### src/rtl/cmp_pkg.sv
// Shared types for the sequential magnitude comparator: FSM states and the
// eq/lt/gt cascade record passed between bit steps.
package cmp_pkg;

  typedef enum logic [1:0] {
    IDLE = 2'd0,
    SCAN = 2'd1,
    DONE = 2'd2
  } state_e;

  typedef struct packed {
    logic eq;
    logic lt;
    logic gt;
  } cmp_res_t;

  // Cascade seed: nothing examined yet, so the operands are "equal so far".
  localparam cmp_res_t CMP_RES_INIT = '{eq: 1'b1, lt: 1'b0, gt: 1'b0};

endpackage

### src/rtl/cmp_slice.sv
// One-bit magnitude compare cascade cell. Once a difference has been seen the
// lt/gt flags latch and eq stays low for all lower bits.
module cmp_slice
  import cmp_pkg::*;
(
  input  logic     i_a,
  input  logic     i_b,
  input  cmp_res_t i_res,
  output cmp_res_t o_res
);

  assign o_res.lt = i_res.lt | (i_res.eq & ~i_a & i_b);
  assign o_res.gt = i_res.gt | (i_res.eq & i_a & ~i_b);
  assign o_res.eq = i_res.eq & ~(i_a ^ i_b);

endmodule

### src/rtl/cmp_seq_ctrl.sv
// Multi-cycle magnitude comparator: walks the operands MSB-first through a
// single shared cmp_slice, one bit per clock, with the cascade held in flops.
module cmp_seq_ctrl
  import cmp_pkg::*;
#(
  parameter int WIDTH      = 8,
  parameter bit EARLY_EXIT = 1'b1
) (
  input  logic                       clk,
  input  logic                       rst_n,
  input  logic                       in_valid,
  output logic                       in_ready,
  input  logic [WIDTH-1:0]           a,
  input  logic [WIDTH-1:0]           b,
  output logic                       out_valid,
  input  logic                       out_ready,
  output logic                       equal,
  output logic                       lower,
  output logic                       greater,
  output logic [$clog2(WIDTH+1)-1:0] cycles,
  output logic                       busy,
  output logic [1:0]                 o_dbg_state
);

  localparam int IDX_W = $clog2(WIDTH);
  localparam int CNT_W = $clog2(WIDTH+1);
  localparam logic [IDX_W-1:0] IDX_MSB = IDX_W'(WIDTH-1);

  state_e           r_state;
  logic [WIDTH-1:0] r_a;
  logic [WIDTH-1:0] r_b;
  cmp_res_t         r_casc;
  logic [IDX_W-1:0] r_idx;
  logic [CNT_W-1:0] r_step;
  cmp_res_t         r_res;
  logic [CNT_W-1:0] r_cycles;

  cmp_res_t w_next;
  logic     w_last;

  cmp_slice u_slice (
    .i_a   (r_a[r_idx]),
    .i_b   (r_b[r_idx]),
    .i_res (r_casc),
    .o_res (w_next)
  );

  assign w_last = (r_idx == '0) || (EARLY_EXIT && !w_next.eq);

  // Handshakes: a transfer happens on a rising edge where valid && ready.
  // in_ready is high only in IDLE; out_valid is high only in DONE and the
  // result stays frozen until out_ready is seen there.
  always_ff @(posedge clk or negedge rst_n) begin
    if (!rst_n) begin
      r_state  <= IDLE;
      r_a      <= '0;
      r_b      <= '0;
      r_casc   <= CMP_RES_INIT;
      r_idx    <= '0;
      r_step   <= '0;
      r_res    <= '0;
      r_cycles <= '0;
    end else begin
      case (r_state)
        IDLE: begin
          if (in_valid) begin
            r_a     <= a;
            r_b     <= b;
            r_casc  <= CMP_RES_INIT;
            r_idx   <= IDX_MSB;
            r_step  <= '0;
            r_state <= SCAN;
          end
        end
        SCAN: begin
          r_casc <= w_next;
          r_step <= r_step + 1'b1;
          if (w_last) begin
            r_res    <= w_next;
            r_cycles <= r_step + 1'b1;
            r_state  <= DONE;
          end else begin
            r_idx <= r_idx - 1'b1;
          end
        end
        DONE: begin
          if (out_ready) begin
            r_state <= IDLE;
          end
        end
        default: r_state <= IDLE;
      endcase
    end
  end

  assign in_ready    = (r_state == IDLE);
  assign out_valid   = (r_state == DONE);
  assign busy        = (r_state != IDLE);
  assign equal       = r_res.eq;
  assign lower       = r_res.lt;
  assign greater     = r_res.gt;
  assign cycles      = r_cycles;
  assign o_dbg_state = r_state;

endmodule

### config.mk
export PLATFORM = sky130hd
export DESIGN_NAME = cmp_seq_ctrl
export DESIGN_NICKNAME = d
export VERILOG_FILES = /design/src/rtl/cmp_pkg.sv /design/src/rtl/cmp_slice.sv /design/src/rtl/cmp_seq_ctrl.sv
export SDC_FILE = /design/constraint.sdc
export NUM_CORES = 1
export LEC_CHECK = 0
export CORE_MARGIN = 2
export CORE_UTILIZATION = 30
export DETAILED_ROUTE_END_ITERATION = 12
export PLACE_DENSITY = 0.65
export SLEW_MARGIN = 20
export SYNTH_ARGS = -nofsm -noshare
export SYNTH_HDL_FRONTEND = slang
export SYNTH_SLANG_ARGS = --single-unit
export TNS_END_PERCENT = 20
### constraint.sdc
create_clock -name clk -period 2.3 [get_ports clk]
set_input_delay 0.575 -clock clk [delete_from_list [all_inputs] [get_ports clk]]
set_output_delay 0.575 -clock clk [all_outputs]
set_load 0.1 [all_outputs]
Yosys cells after proc, flatten, opt, wreduce, memory -nomap -nowiden
Cells that the tools add are included.
Operators by class
  div/mod/pow operators: 0
  shift-type cells: 0
  eq/ne operators: 6
  add/sub/neg operators: 2
  order comparisons: 1
  bitwise gates (word level): 11
  reductions and logical operators: 11
  multiplexer cells: 15
  $mul: 0
Operator list (count)
  3-bit case mux with 2 select lines: 2
  3-bit 2-to-1 mux: 3
  4-bit case mux with 2 select lines: 1
  1-bit binary-select mux with 3-bit select: 2
  2-bit 2-to-1 mux: 3
  2-bit != test, second input constant: 3
  2-bit case mux with 3 select lines: 1
  2-bit AND reduction: 3
  3-bit AND reduction: 2
  1-bit bitwise AND: 5
  4-bit by 1-bit adder with 4-bit output, second input constant: 1
  3-bit by 4-bit less-than comparator with 1-bit output, second input constant: 1
  4-bit 2-to-1 mux: 1
  2-bit nonzero test: 2
  3-bit logical NOT: 1
  1-bit NOT: 3
  3-bit by 1-bit subtractor with 3-bit output, second input constant: 1
  2-bit by 1-bit equality test with 1-bit output, second input constant: 1
  2-bit equality test, second input constant: 1
  2-bit logical NOT: 1
  1-bit 2-to-1 mux: 2
  2-bit by 1-bit != test with 1-bit output, second input constant: 1
  1-bit bitwise OR: 2
  1-bit logical NOT: 1
  2 further kinds: 2
Storage, ports and cells
  register bits after elaboration: 35
  bits in latches: 0
  memories kept: 0
  bits in writable memories: 0
  bits in read-only memories: 0

Longest topological paths before layout
Gate-level depths: netlist of the first run.
  word-level depth: 9
  depth in mapped cells: 7
  depth with buffers taken out: 6

Cells and area by module
Synthesis of the first run repeated with hierarchy kept, for this count alone.
Unflattened totals
  cells, all modules: 122
  area total of the unflattened synthesis: 1634.1 um^2
Modules (own cells, without submodules)
  cmp_seq_ctrl: instances 1, area each 1595.3 um^2, cells each 116
  cmp_slice: instances 1, area each 38.8 um^2, cells each 6

Worst setup path after synthesis of the first run
OpenSTA, ideal clock, no wires.
  kind: register -> output
  start: register r_state[1] (netlist: o_dbg_state[1])
  end: output busy
  buffers on the path: 0
  required time: 1.725 ns
  stages on the path, launching flop included: 3
  data arrival time: 3.198 ns
  slack: -1.473 ns
  cells stage by stage: dfrtp_1 > nor2_1 > inv_1
Between the ends
  longest elaborated chain between the ends: 1
Ends and longest elaborated chain
  start: declaration: RTL line cmp_seq_ctrl.sv:29  | state_e r_state;
  start signal: assignment: RTL line cmp_seq_ctrl.sv:55  | r_state <= IDLE;
  start signal: assignment: RTL line cmp_seq_ctrl.sv:72  | r_state <= SCAN;
  start signal: assignment: RTL line cmp_seq_ctrl.sv:81  | r_state <= DONE;
  2-bit nonzero test: RTL line cmp_seq_ctrl.sv:98  | assign busy = (r_state != IDLE);
  end: declaration: RTL line cmp_seq_ctrl.sv:21  | output logic busy,
Every way passes these cells.

Final worst setup path of the first run
  start: register r_idx[0]
  end: register r_cycles[2] (netlist: cycles[2])
Between the ends
  longest elaborated chain between the ends: 8
  elaborated cells on any way between the ends: 11
  classes of those cells: mux: 4; bitwise: 3; reduce/logical: 4
Ends and longest elaborated chain
  start: declaration: RTL line cmp_seq_ctrl.sv:33  | logic [IDX_W-1:0] r_idx;
  start signal: assignment: RTL line cmp_seq_ctrl.sv:83  | r_idx <= r_idx - 1'b1;
  1-bit binary-select mux with 3-bit select, on equally long branches: RTL line cmp_seq_ctrl.sv:42, cmp_seq_ctrl.sv:43
  1-bit 2-to-1 mux, on equally long branches: RTL line cmp_seq_ctrl.sv:42, cmp_seq_ctrl.sv:43
  1-bit XOR: RTL line cmp_slice.sv:14  | assign o_res.eq = i_res.eq & ~(i_a ^ i_b);
  1-bit NOT: RTL line cmp_slice.sv:14
  1-bit bitwise AND: RTL line cmp_slice.sv:14
  1-bit logical NOT: RTL line cmp_seq_ctrl.sv:48  | assign w_last = (r_idx == '0) || (EARLY_EXIT && !w_next.eq);
  1-bit logical OR *: RTL line cmp_seq_ctrl.sv:48
  2-bit AND reduction (no source line) *
  end signal: assignment: RTL line cmp_seq_ctrl.sv:80  | r_cycles <= r_step + 1'b1;
  end: declaration: RTL line cmp_seq_ctrl.sv:36  | logic [CNT_W-1:0] r_cycles;
Every way passes the cells marked *; elsewhere a longest branch is shown, timed or not. The select of a mux whose other input is x is not followed.
A chain may end at the register's enable or synchronous reset.

==> results.yml, run 1 <==
route:
  ant_nets: 0
  drt_first_pass_iters: 6
  drt_first_iter_violations: 75
  drc: 0
  wl_per_cell_um: 12.0
  viasPerCell: 4.46
  via_count: 1240
  routed_wl_mm: 3.34
place:
  post-dp-hpwl_mm: 2.44
  placed_cells: 270
  dp_slack_ns: 0.0140
  numPortBuffers: 31
  placed_area_mm2: 0.00210
  gp_congestion: 0.780
pwr:
  power.total_mw: 3.52
  vdd_drop_max_uv: 701
  power.leakage_nw: 1.02
  p_per_area_mw_per_mm2: 1610
worst_setup_path:
  crit_required_ns: 2.47
  end_kind: "flop"
  critical_path_buf_inv_count: 0
  critPathMaxStageDelay_ns: 0.51
  cp_slowest_cell: "mux4_2"
  crit_type: "flop to flop"
  cp-start-kind: "flop"
  crit_chain: "mux4_2 > mux2_2 > xnor2_4 > o21ai_4 > mux2_1"
  critPathMaxFanout: 8
  crit_family: "multiplexers"
  arrival_ns: 2.36
  r2r_slack_ns: 0.11
clock_tree:
  cts_buffers: 5
  clock_latency_ns: 0.28
  htree_levels: 2
  clkTransAtPathRegs_ns: 0.07
  cts_num_sinks: 35
  clockBufferDepth: 2
  cts_tree: "done"
  root_buffer: "clkbuf_8"
  post_cts_resized: 0
  ctsHoldBuffers: 0
  cts_setup_buffers: 0
layout:
  layout_commonest_cell: "nand2_1"
  drive_above_1_share_pct: 18.0
  final_cell_mix: "57 x nand2_1, 31 x dfrtp_1, 19 x clkdlybuf4s50_1"
  post-route-cell-area_mm2: 0.00219
  fillers: 560
  final_cells: 278
  final_nets: 228
  diodes: 0
  syn2layout_area_growth_pct: 28.8
flow_run:
  drv_cap: 0
synth:
  yosysTopAreaCell: "dfrtp_1"
  synth_edf_count: 0
  syn_inst: 171
  synth-seq-area-share_pct: 51.7
  async_flop_share_pct: 100
  syn_area_mm2: 0.00170
  synth_seq_cells: 35
  synth_flop_cell: "dfrtp_1"
  synth_area_per_cell_um2: 9.93
  yosys_warnings: 0
  yosysUniqueCellTypes: 34
  yosys.area.top_type_share_pct: 50.1
  synthTopCellsByArea: "dfrtp_1 50%, nand2_1 13%, mux4_2 5.3%, mux2i_1 2.4%, nor3_1 2.4%"
  synth_fp_nets: 194
grt:
  grt_first_pass_wirelength_mm: 5.75
  grt_pass1_vias: 1261
  antenna_found_initial: 0
  grt_max_degree: 36
  grt_usage_pct: 11.9
  grt_overflow: 0
sta:
  finalSetupViolCount: 0
  post-route-min-period_ns: 2.19
  fin_ws_ns: 0.108
  relSlewSlack_pct: 59.6
  drv_slew: 0
  finalHoldViolCount: 0
  fin_setup_tns_ns: 0
  grt_setup_unrepaired: "true"
  min_period_over_period_pct: 95.3
  max_freq_mhz: 456
  worst_slew_pin_slew_ns: 0.605
  fin_skew_ns: 0.00619
floorplanning:
  ios: 32
  core_mm2: 0.00547
  placementRows: 27
  design.die.area_mm2: 0.00628
  die_w_um: 79.2
  start_util_pct: 31.0
  die_y_um: 79.2
run_status:
  outcome: "finished, final reports clean"
min_path:
  hp-class: "flop to flop"
power by group:
part	internal (mW)	switching [mW]	total (mW)
logic	0.703	1.29	1.99
registers	0.894	0.209	1.10
clock network	0.212	0.213	0.425
stage by stage:
step                util, %  hold WS (ns)
finish                 40.0         0.476
floorplan                 -         0.279
detailed placement     38.5         0.462
global placement       38.5         0.463
CTS                    39.9         0.480
global route           40.0         0.500
sequential cells by signal, indices dropped and copies added, names as in the netlist:
signal,cells
cycles,4
equal,1
greater,1
lower,1
o_dbg_state,2
r_a,8
r_b,8
r_casc,3
r_idx,3
r_step,4
area by class of cell:
cell class	instances	area [µm²]	area share, %
clock inverter	1	5.00	0.229
tap	72	90.1	4.12
inverter	7	30.0	1.37
multi-input combinational	121	764	35.0
sequential	35	886	40.5
clock buffer	7	76.3	3.49
timing repair buffer	35	335	15.3
kinds of logic after synthesis:
logic type	share of synthesized area (%)
AO/OA/AOI/OAI	6.78
XOR/XNOR	2.65
adder cells (fa/ha/maj)	2.80
buffers and inverters	3.76
flip-flops	51.7
multiplexers	11.0
AND/OR/NAND/NOR	21.4
worst reg2reg max path, cell delays in order (launching register included):
cell	delay [ns]
dfrtp_2	0.46
mux4_2	0.52
mux2_2	0.36
xnor2_4	0.20
o21ai_4	0.20
mux2_1	0.34
synth_stat cells (all sizes together) (3+ instances only):
| master | instances |
|---|---|
| inv | 7 |
| nor3 | 9 |
| mux2 | 3 |
| mux4 | 4 |
| ha | 3 |
| nor2 | 10 |
| clkbuf | 7 |
| mux2i | 5 |
| o21a | 3 |
| dfrtp | 34 |
| nand2 | 57 |
| nand2b | 3 |
| o21ai | 7 |
path summary, 6_finish.rpt:
check | from | to | cells after the start
max reg2reg | r_idx[0]$_DFFE_PN0P_ | cycles[2]$_DFFE_PN0P_ | 5
min reg2reg | r_a[2]$_DFFE_PN0P_ | r_a[2]$_DFFE_PN0P_ | 2
max | r_idx[0]$_DFFE_PN0P_ | cycles[2]$_DFFE_PN0P_ | 5
min | r_a[2]$_DFFE_PN0P_ | r_a[2]$_DFFE_PN0P_ | 2
max in group asynchronous | rst_n | o_dbg_state[1]$_DFFE_PN0P_ | 2
min in group asynchronous | rst_n | r_step[3]$_DFFE_PN0P_ | 2
metal layers:
layer	vias up	global-route usage, %	routed length (µm)
li1	632	-	-
met1	565	15.2	1590
met2	36	19.2	1520
met3	7	3.52	184
met4	0	4.14	44
met5	-	0	0
No activity file was read; power rests on OpenSTA's default activity.
==> run 2: changes to the inputs <==
--- a/config.mk
+++ b/config.mk
@@ -6,9 +6,10 @@
 export NUM_CORES = 1
 export LEC_CHECK = 0
 export CORE_MARGIN = 2
-export CORE_UTILIZATION = 30
+export CORE_UTILIZATION = 40
 export DETAILED_ROUTE_END_ITERATION = 12
-export PLACE_DENSITY = 0.65
+export MAX_ROUTING_LAYER = met4
+export PLACE_DENSITY = 0.76
 export SLEW_MARGIN = 20
 export SYNTH_ARGS = -nofsm -noshare
 export SYNTH_HDL_FRONTEND = slang
==> constraint.sdc (replaced) <==
create_clock -name clk -period 2.57 [get_ports clk]
set_input_delay 0.6425 -clock clk [delete_from_list [all_inputs] [get_ports clk]]
set_output_delay 0.6425 -clock clk [all_outputs]
set_load 0.1 [all_outputs]
==> run 2 against run 1 <==
Clock skew is 0.0010 ns higher. Worst hold slack got worse by 0.0024 ns. Register-to-register slack improved by 0.13 ns. Combinational power down 14%. Total power down 11%. Sequential share of layout area rose by 0.54 points. Utilization rose by 13 points. First-iteration DRC count decreased by 44%. Critical path depth stayed put. Count of clock-buffer cells in the layout is the same. Largest power group unchanged. Highest routed layer unchanged.
==> results.yml, run 2 (synthesis gave the netlist of run 1 again) <==
sta:
  fin_skew_ns: 0.00722
  min_period_over_period_pct: 90.6
  drv_slew: 0
  post-route-min-period_ns: 2.33
  finalHoldViolCount: 0
  relSlewSlack_pct: 60.3
  worst_slew_pin_slew_ns: 0.593
  grt_setup_unrepaired: "false"
  finalSetupViolCount: 0
  fin_setup_tns_ns: 0
  max_freq_mhz: 430
  fin_ws_ns: 0.242
place:
  placed_area_mm2: 0.00204
  gp_congestion: 0.793
  post-dp-hpwl_mm: 2.27
  dp_slack_ns: 0.225
  numPortBuffers: 31
worst_setup_path:
  r2r_start: "r_idx[0]$_DFFE_PN0P_"
  cp-startpoint: "r_idx[0]$_DFFE_PN0P_"
  critPathMaxStageDelay_ns: 0.54
  cp-start-kind: "flop"
  crit_chain: "mux4_2 > mux2_2 > xnor2_4 > o21ai_4 > mux2_1"
  end_kind: "flop"
  critPathMaxFanout: 8
  crit_required_ns: 2.74
  crit_type: "flop to flop"
  arrival_ns: 2.50
  cp_slowest_cell: "mux4_2"
flow_run:
  drv_cap: 0
route:
  via_count: 1239
  ant_nets: 0
  wl_met3_um: 173
  drc: 0
  routed_wl_mm: 3.16
  highest_layer: "met4"
  wl_per_cell_um: 12.4
  m1WireLength_mm: 1.54
  viasPerCell: 4.86
  routed-wl-met2_mm: 1.37
  drt_first_iter_violations: 42
  drt_first_pass_iters: 4
layout:
  diodes: 0
  final_nets: 227
  final_cell_mix: "57 x nand2_1, 32 x dfrtp_1, 19 x clkdlybuf4s50_1"
  drive_above_1_share_pct: 18.0
  reg.largest.list: "r_a: 8 flops, r_b: 8 flops"
  post-route-cell-area_mm2: 0.00214
  syn2layout_area_growth_pct: 26.2
  layout_commonest_cell: "nand2_1"
floorplanning:
  start_util_pct: 42.1
  die_y_um: 69.2
  ios: 32
  placementRows: 23
  core_mm2: 0.00403
  die_w_um: 69.2
  design.die.area_mm2: 0.00478
min_path:
  worstHoldStart: "r_b[1]$_DFFE_PN0P_"
  hp-class: "flop to flop"
grt:
  antenna_found_initial: 0
  grt_first_pass_wirelength_mm: 5.53
  grt_max_degree: 36
  grt_usage_pct: 15.1
  grt_pass1_vias: 1233
  grt_overflow: 0
run_status:
  outcome: "finished, final reports clean"
clock_tree:
  cts_setup_buffers: 0
  clockBufferDepth: 2
  cts_buffers: 5
  root_buffer: "clkbuf_8"
  ctsHoldBuffers: 0
  post_cts_resized: 0
  cts_num_sinks: 35
  clock_latency_ns: 0.29
  clkTransAtPathRegs_ns: 0.07
  htree_levels: 2
  cts_tree: "done"
pwr:
  power.leakage_nw: 1.02
  power.total_mw: 3.13
  vdd_drop_max_uv: 504
  p_per_area_mw_per_mm2: 1460
-- run 2: layout make-up --
class | count | area, µm²
Timing Repair Buffer | 34 | 303
Sequential cell | 35 | 880
Clock buffer | 7 | 96.3
Fill cell | 384 | 1890
Clock inverter | 1 | 7.51
Inverter | 7 | 30.0
Multi-Input combinational cell | 121 | 764
Tap cell | 50 | 62.6
-- run 2: worst max-delay path, delay by kind of cell, from the launching register on --
kind            cells  cell delay (ns)
mux                 3             1.25
xor+xnor            1             0.20
compound gates      1             0.25
flops               1             0.52
-- run 2: report_power, final --
| part | internal, mW | leakage (nW) | switching, mW | total, mW |
|---|---|---|---|---|
| Clock | 0.244 | 0.0505 | 0.196 | 0.440 |
| Sequential | 0.793 | 0.430 | 0.188 | 0.981 |
| Combinational | 0.580 | 0.540 | 1.13 | 1.71 |
| Total | 1.62 | 1.02 | 1.52 | 3.13 |
-- run 2: worst paths after layout --
check,cells after the start,endpoint,slack [ns]
setup reg to reg,5,cycles[2]$_DFFE_PN0P_,0.24
max in group asynchronous,2,o_dbg_state[1]$_DFFE_PN0P_,1.47
hold / removal,2,r_b[1]$_DFFE_PN0P_,0.47
setup / recovery,5,cycles[2]$_DFFE_PN0P_,0.24
hold reg to reg,2,r_b[1]$_DFFE_PN0P_,0.47
min in group asynchronous,2,r_a[4]$_DFFE_PN0P_,0.76
-- run 2: metal layers --
layer / up-vias / global-route usage, %
met5: - / -
met4: 0 / 7.41
met3: 5 / 4.53
met2: 36 / 21.9
met1: 569 / 19.3
li1: 629 / -
-- run 2: metrics by stage --
step / hold WS, ns / instances / utilization (%)
floorplan: 0.347 / 171 / -
global placement: 0.455 / 247 / 50.6
detailed placement: 0.464 / 247 / 50.6
CTS: 0.481 / 255 / 53.2
global route: 0.503 / 255 / 53.2
finish: 0.474 / 255 / 53.2
